[config.mk]
export PLATFORM = sky130hd
export DESIGN_NAME = grf_scoreboard
export DESIGN_NICKNAME = d
export VERILOG_FILES = /design/src/rtl/grf_sb_pkg.sv /design/src/rtl/grf_sb_counter.sv /design/src/rtl/grf_scoreboard.sv
export SDC_FILE = /design/constraint.sdc
export NUM_CORES = 1
export LEC_CHECK = 0
export ABC_AREA = 1
export CORE_MARGIN = 10
export CORE_UTILIZATION = 50
export DETAILED_ROUTE_END_ITERATION = 6
export DONT_BUFFER_PORTS = 1
export PLACE_DENSITY = 0.63
export SETUP_SLACK_MARGIN = 0.3
export SKIP_CTS_REPAIR_TIMING = 1
export SYNTH_ARGS = -nofsm -noshare
export SYNTH_HDL_FRONTEND = slang
export SYNTH_SLANG_ARGS = --single-unit
[constraint.sdc]
create_clock -name clk -period 14.5 [get_ports clk]
set_input_delay 0.725 -clock clk [delete_from_list [all_inputs] [get_ports clk]]
set_output_delay 0.725 -clock clk [all_outputs]
set_load 0.05 [all_outputs]
[src/rtl/grf_sb_pkg.sv]
// ----------------------------------------------------------------------------
// grf_sb_pkg
// Shared constants and types for the GRF register-availability scoreboard.
//   NREG    : number of architectural registers (register 0 is hard-wired zero)
//   CNT_W   : width of each per-register pending-write counter
//   CNT_MAX : largest value a pending counter can hold
//   OUT_W   : width of the total-outstanding count (0..(NREG-1)*CNT_MAX)
// ----------------------------------------------------------------------------
package grf_sb_pkg;

    localparam int NREG    = 32;
    localparam int CNT_W   = 2;
    localparam int CNT_MAX = (1 << CNT_W) - 1;
    localparam int OUT_W   = 7;

    typedef logic [4:0]       reg_idx_t;
    typedef logic [CNT_W-1:0] sb_cnt_t;

endpackage

[src/rtl/grf_sb_counter.sv]
// ----------------------------------------------------------------------------
// grf_sb_counter
// Pending-write counter for one architectural register. Counts up on issue,
// down on retire, holds when both happen together, never wraps in either
// direction. Clear wins over inc/dec and suppresses underflow reporting.
//
// Ports:
//   clk           in   clock
//   rst           in   synchronous, active-high reset
//   i_inc         in   an accepted issue targets this register
//   i_dec         in   a W-stage write to this register retires
//   i_clr         in   flush: drop every pending write
//   o_count       out  registered pending count
//   o_count_nxt   out  value o_count will take at the next edge
//   o_underflow   out  retire seen while nothing was pending (combinational)
// ----------------------------------------------------------------------------
module grf_sb_counter
    import grf_sb_pkg::*;
#(
    parameter int W = CNT_W
) (
    input  logic         clk,
    input  logic         rst,
    input  logic         i_inc,
    input  logic         i_dec,
    input  logic         i_clr,
    output logic [W-1:0] o_count,
    output logic [W-1:0] o_count_nxt,
    output logic         o_underflow
);

    localparam logic [W-1:0] W_MAX = '1;

    logic [W-1:0] r_count;
    logic [W-1:0] w_count_nxt;
    logic         w_underflow;

    always_comb begin
        // NOTE: every output of this block gets a default first, so no path
        // leaves it unassigned and no latch is inferred.
        w_count_nxt = r_count;
        w_underflow = 1'b0;
        if (i_clr) begin
            w_count_nxt = '0;
        end else begin
            // A retire with nothing pending is an error even if an issue to
            // the same register lands this cycle: that issue cannot be the
            // one retiring.
            w_underflow = i_dec && (r_count == '0);
            if (i_inc && !i_dec && (r_count != W_MAX)) begin
                w_count_nxt = r_count + 1'b1;
            end else if (i_dec && !i_inc && (r_count != '0)) begin
                w_count_nxt = r_count - 1'b1;
            end
        end
    end

    always_ff @(posedge clk) begin
        // NOTE: sequential state is updated only with non-blocking
        // assignments so every flop samples pre-edge values.
        if (rst) r_count <= '0;
        else     r_count <= w_count_nxt;
    end

    assign o_count     = r_count;
    assign o_count_nxt = w_count_nxt;
    assign o_underflow = w_underflow;

endmodule

[src/rtl/grf_scoreboard.sv]
// ----------------------------------------------------------------------------
// grf_scoreboard
// Register-availability scoreboard for the 32x32 GRF of the five-stage MIPS
// pipeline. Tracks in-flight writes per register between D-stage issue and
// W-stage writeback, stalls issue on RAW hazards and on counter saturation,
// and reports the total number of outstanding writes.
//
// Build option: define GRF_SB_RETIRE_BYPASS_EN when the GRF forwards its
// write port to same-cycle readers; a register whose last pending write
// retires this cycle then no longer stalls a reader in that cycle.
//
// Ports:
//   clk, rst                 clock, synchronous active-high reset
//   i_iss_valid              D-stage instruction requests issue
//   i_iss_rs/_rt, *_use      source indices and whether each is read
//   i_iss_rd, i_iss_rd_we    destination index and write enable
//   o_iss_ready              combinational issue grant (no path from valid)
//   i_ret_valid, i_ret_a3    W-stage GRF write enable and index
//   i_flush                  cancel every in-flight write
//   o_busy                   registered: any write pending
//   o_outstanding            registered: total pending writes
//   o_err                    registered, sticky: retire underflow seen
// ----------------------------------------------------------------------------
module grf_scoreboard
    import grf_sb_pkg::reg_idx_t;
    import grf_sb_pkg::OUT_W;
#(
    parameter int NREG  = 32,
    parameter int CNT_W = 2
) (
    input  logic             clk,
    input  logic             rst,
    input  logic             i_iss_valid,
    input  reg_idx_t         i_iss_rs,
    input  reg_idx_t         i_iss_rt,
    input  logic             i_iss_rs_use,
    input  logic             i_iss_rt_use,
    input  reg_idx_t         i_iss_rd,
    input  logic             i_iss_rd_we,
    output logic             o_iss_ready,
    input  logic             i_ret_valid,
    input  reg_idx_t         i_ret_a3,
    input  logic             i_flush,
    output logic             o_busy,
    output logic [OUT_W-1:0] o_outstanding,
    output logic             o_err
);

    localparam logic [CNT_W-1:0] CNT_MAX = '1;

    // Index 0 is a constant-zero slot so register indices can be used
    // directly; only 1..NREG-1 have real counters.
    logic [CNT_W-1:0] w_cnt     [NREG];
    logic [CNT_W-1:0] w_cnt_nxt [1:NREG-1];
    logic [NREG-1:1]  w_inc;
    logic [NREG-1:1]  w_dec;
    logic [NREG-1:1]  w_underflow;

    logic             w_issue_fire;
    logic             w_rs_haz;
    logic             w_rt_haz;
    logic             w_sat_haz;
    logic [OUT_W-1:0] w_sum;

    logic             r_busy;
    logic [OUT_W-1:0] r_outstanding;
    logic             r_err;

    assign w_cnt[0] = '0;

    assign w_issue_fire = i_iss_valid && o_iss_ready && i_iss_rd_we && (i_iss_rd != '0);

    for (genvar r = 1; r < NREG; r++) begin : g_cnt
        assign w_inc[r] = w_issue_fire && (i_iss_rd == reg_idx_t'(r));
        assign w_dec[r] = i_ret_valid && (i_ret_a3 == reg_idx_t'(r));

        grf_sb_counter #(
            .W (CNT_W)
        ) u_cnt (
            .clk         (clk),
            .rst         (rst),
            .i_inc       (w_inc[r]),
            .i_dec       (w_dec[r]),
            .i_clr       (i_flush),
            .o_count     (w_cnt[r]),
            .o_count_nxt (w_cnt_nxt[r]),
            .o_underflow (w_underflow[r])
        );
    end

    // A source is free when nothing is pending, or (with the bypass) when the
    // only pending write is being written back right now.
`ifdef GRF_SB_RETIRE_BYPASS_EN
    assign w_rs_haz = i_iss_rs_use && (i_iss_rs != '0) && (w_cnt[i_iss_rs] != '0)
                   && !((w_cnt[i_iss_rs] == CNT_W'(1)) && i_ret_valid && (i_ret_a3 == i_iss_rs));
    assign w_rt_haz = i_iss_rt_use && (i_iss_rt != '0) && (w_cnt[i_iss_rt] != '0)
                   && !((w_cnt[i_iss_rt] == CNT_W'(1)) && i_ret_valid && (i_ret_a3 == i_iss_rt));
`else
    assign w_rs_haz = i_iss_rs_use && (i_iss_rs != '0) && (w_cnt[i_iss_rs] != '0);
    assign w_rt_haz = i_iss_rt_use && (i_iss_rt != '0) && (w_cnt[i_iss_rt] != '0);
`endif

    // Saturation looks at the stored count only: a same-cycle retire does not
    // make room for a new issue.
    assign w_sat_haz = i_iss_rd_we && (i_iss_rd != '0) && (w_cnt[i_iss_rd] == CNT_MAX);

    assign o_iss_ready = !i_flush && !w_rs_haz && !w_rt_haz && !w_sat_haz;

    // Total of the next-state counters, so the registered total lines up with
    // the counters it describes.
    always_comb begin
        w_sum = '0;
        for (int r = 1; r < NREG; r++) begin
            w_sum = w_sum + OUT_W'(w_cnt_nxt[r]);
        end
    end

    always_ff @(posedge clk) begin
        if (rst) begin
            r_outstanding <= '0;
            r_busy        <= 1'b0;
            r_err         <= 1'b0;
        end else begin
            r_outstanding <= w_sum;
            r_busy        <= (w_sum != '0);
            // Sticky: only reset clears it, flush does not.
            r_err         <= r_err || (|w_underflow);
        end
    end

    assign o_outstanding = r_outstanding;
    assign o_busy        = r_busy;
    assign o_err         = r_err;

endmodule

==> results.md <==
* Beginning of the critical path: i_iss_rd[0]
* Pre-antenna DRT Iters at 5
* Final Hold Fails at 0
* Number of flops mapped to enable cells by yosys at 0
* Synth cell count leaders: nand2_1 (413), nor2_1 (287), inv_1 (279)
* Worst path arrival time at 8.84 ns
* Row cnt at 50
* Synth top area cells: nand2_1 (16%), dfxtp_1 (15%), fa_1 (12%), nor2_1 (11%), inv_1 (11%)
* Post-synth top area share at 0.165
* Mapped cell area at 9420 µm²
* Setup TNS at 0 ns
* Final WS setup at 5.88 ns
* Critical R2R Capture: o_busy
* CP Depth at 36
* Area grow syn2layout at 3.53%
* Slowest CP cell: nor2_4
* Fmax at 116 MHz
* Synth warn at 0
* Asr flop ratio synth at 0
* N_diodes at 0
* CP Launch Type: input pin
* Detailed-route via count at 9647
* Worst-margin pin slew at 1.13 ns
* Chip width at 157 µm
* Vert. Die Dim at 157 µm
* CTS tree: yes
* Pleak at 5.16 nW
* Drt wl/cell at 18.3 µm
* Post-route insts no fill at 1766
* First-pass GRT wire length at 50500 µm
* Number of global-route vias before repair at 9056
* CP endpoint kind: flip-flop
* Count leader, synth: nand2_1
* Sequential Power Share at 0.424
* Number of synthesized register bits at 71
* Pin count of the biggest net entering global routing at 72
* Tmin final at 8.62 ns
* Peak VDD IR at 0.0539 mV
* # nets final at 1685
* Maximum buffer depth of the clock tree at 2
* Number of buffers added on ports at 0
* Pre-CTS WS at 5.68 ns
* CP required at 14.73 ns
* Worst path buffer plus inverter count at 7
* Antenna Violating Nets Remaining at 0
* Crit Path Class: in -> reg
* Iteration-0 DRC Markers at 987
* Dpl cells at 1751
* Combinational fraction of design power at 0.118
* Crit share post-route at 0.594
* P_int at 0.328 mW
* Worst min-delay path class: in -> reg
* Skew final at 0.00717 ns
* Clock Pin Slew Worst Setup and Hold Paths at 0.06 ns
* Boundary Pins at 38
* H-tree levels at 3
* Max Slew Vio Count at 0
* Core Area at 18600 µm²
* Syn avg cell area at 6.06 µm²
* Vias per inst at 5.46
* Die area at 24700 µm²
* Dominant cell type by area after synthesis: nand2_1
* Clock latency on the worst-skew pair at 0.35 ns
* Clock power frac at 0.458
* Initial antenna violation count at 0
* CTS Buf Count at 9
* Mapped Nets at 1711
* Detail Placement HPWL at 25800 µm
* Post-Route WL at 32400 µm
* Initial Util at 0.505
* Total Power at 0.470 mW
* Sinks on Clock Net at 71
* Reg2Reg Setup Slack at 6.05 ns
* Crit path to: o_busy
* # DRC at 0
* Slew headroom at 0.244
* Clock Root Buffer: clkbuf_16
* Post-placement cell area at 9490 µm²
* Post-synthesis sequential area ratio at 0.151
* Crit-path max FO at 38
* Reg2Reg Launch Point: g_cnt[15].u_cnt.o_count[1]
* Unrepaired setup endpoints after global routing: false
* Sw Share at 0.301
* Distinct cells, synth at 39
* Share of layout cells above drive strength 1 at 0.0587
* Final setup viols at 0
* GP Congestion at 1.02
* Syn Inst Count at 1554
* Outcome: completed
* Delay-heaviest family, CP: adder cells
* Ys flop type: dfxtp_1
* Max_cap viols at 0
* CP peak stage delay at 0.86 ns
* GRT Residual Overflow at 0
* P per Cell Area at 48.2 nW/µm²
* Final Cell Area at 9750 µm²
* Worst R2R Path Depth at 35
* Number of fillers in the final layout at 1971
* GRT Resource Usage Total at 0.266
* Switching pwr at 0.142 mW
==> cell families (layout without fill, tap and decap cells) <==
family,Yosys count,after routing,share of synthesized area
simple gates,991,991,0.467
buf+inv,326,304,0.141
compound gates,34,34,0.0219
fa+ha+maj,129,129,0.217
flops,71,71,0.151
xor+xnor,3,3,0.00279
==> final cells by class <==
class,count,area (µm²),area share
Timing Repair Buffer,4,30.0,0.00308
Tap cell,234,293,0.0300
Clock inverter,4,22.5,0.00231
Clock buffer,11,243,0.0249
Inverter,285,1070,0.110
Multi-Input combinational cell,1157,6670,0.684
Sequential cell,71,1420,0.146
==> sequential cells by signal (all words and copies together) (netlist names) <==
signal               flops
g_cnt.u_cnt.o_count     62
o_outstanding            7
o_busy                   1
o_err                    1
==> through the flow <==
step           hold WS (ns)   util
6_report              0.441  0.523
4_1_cts               0.436  0.523
3_3_place_gp          0.605  0.509
3_5_place_dp          0.610  0.509
5_1_grt               0.436  0.523
2_1_floorplan         0.548      -
==> power by group through the flow <==
stage	Clock [mW]	Sequential (mW)	Combinational, mW
3_3_place_gp	0	0.204	0.0538
3_5_place_dp	0	0.204	0.0540
2_1_floorplan	0	0.203	0.0495
6_report	0.215	0.199	0.0556
5_1_grt	0.226	0.199	0.0599
4_1_cts	0.217	0.199	0.0542
==> layout by cell type, fill, tap and decap left out, types with 2 or more instances in the layout <==
cell       count
nand3b_1      14
nand3_1      160
nand4_1       37
nand2_1      413
o22ai_1        3
clkbuf_16      9
inv_2          5
nor3_1        13
dfxtp_1       71
a211oi_1       2
o21ai_1        4
buf_4          4
xor2_1         2
inv_1        279
a221oi_1       4
ha_1          72
nand2_2       21
a21oi_1       10
clkinv_2       3
nand4_2       12
nand3_2       10
nor2_2         8
or2_2         11
nor2_1       287
o21ai_0        7
fa_1          57
==> worst min path at each step <==
stage | depth (start not counted) | slack [ns] | end | from
finish | 1 | 0.44 | o_outstanding[3] | rst
global route | 1 | 0.44 | o_outstanding[2] | rst
CTS | 1 | 0.44 | o_outstanding[2] | rst
detailed placement | 3 | 0.61 | g_cnt[3].u_cnt.o_count[0] | g_cnt[3].u_cnt.o_count[0]
global placement | 3 | 0.61 | g_cnt[20].u_cnt.o_count[0] | g_cnt[20].u_cnt.o_count[0]
floorplan | 3 | 0.55 | g_cnt[20].u_cnt.o_count[0] | g_cnt[20].u_cnt.o_count[0]
==> routing by layer <==
layer | share of wire | global-route usage | vias up | routed length [µm]
met2 | 0.44 | 0.414 | 472 | 14200
met4 | 0.035 | 0.106 | 0 | 1130
met5 | 0 | 0 | - | 0
met1 | 0.43 | 0.356 | 4389 | 14000
met3 | 0.096 | 0.0489 | 80 | 3120
li1 | - | - | 4706 | -
No activity file was read; power rests on OpenSTA's default activity.
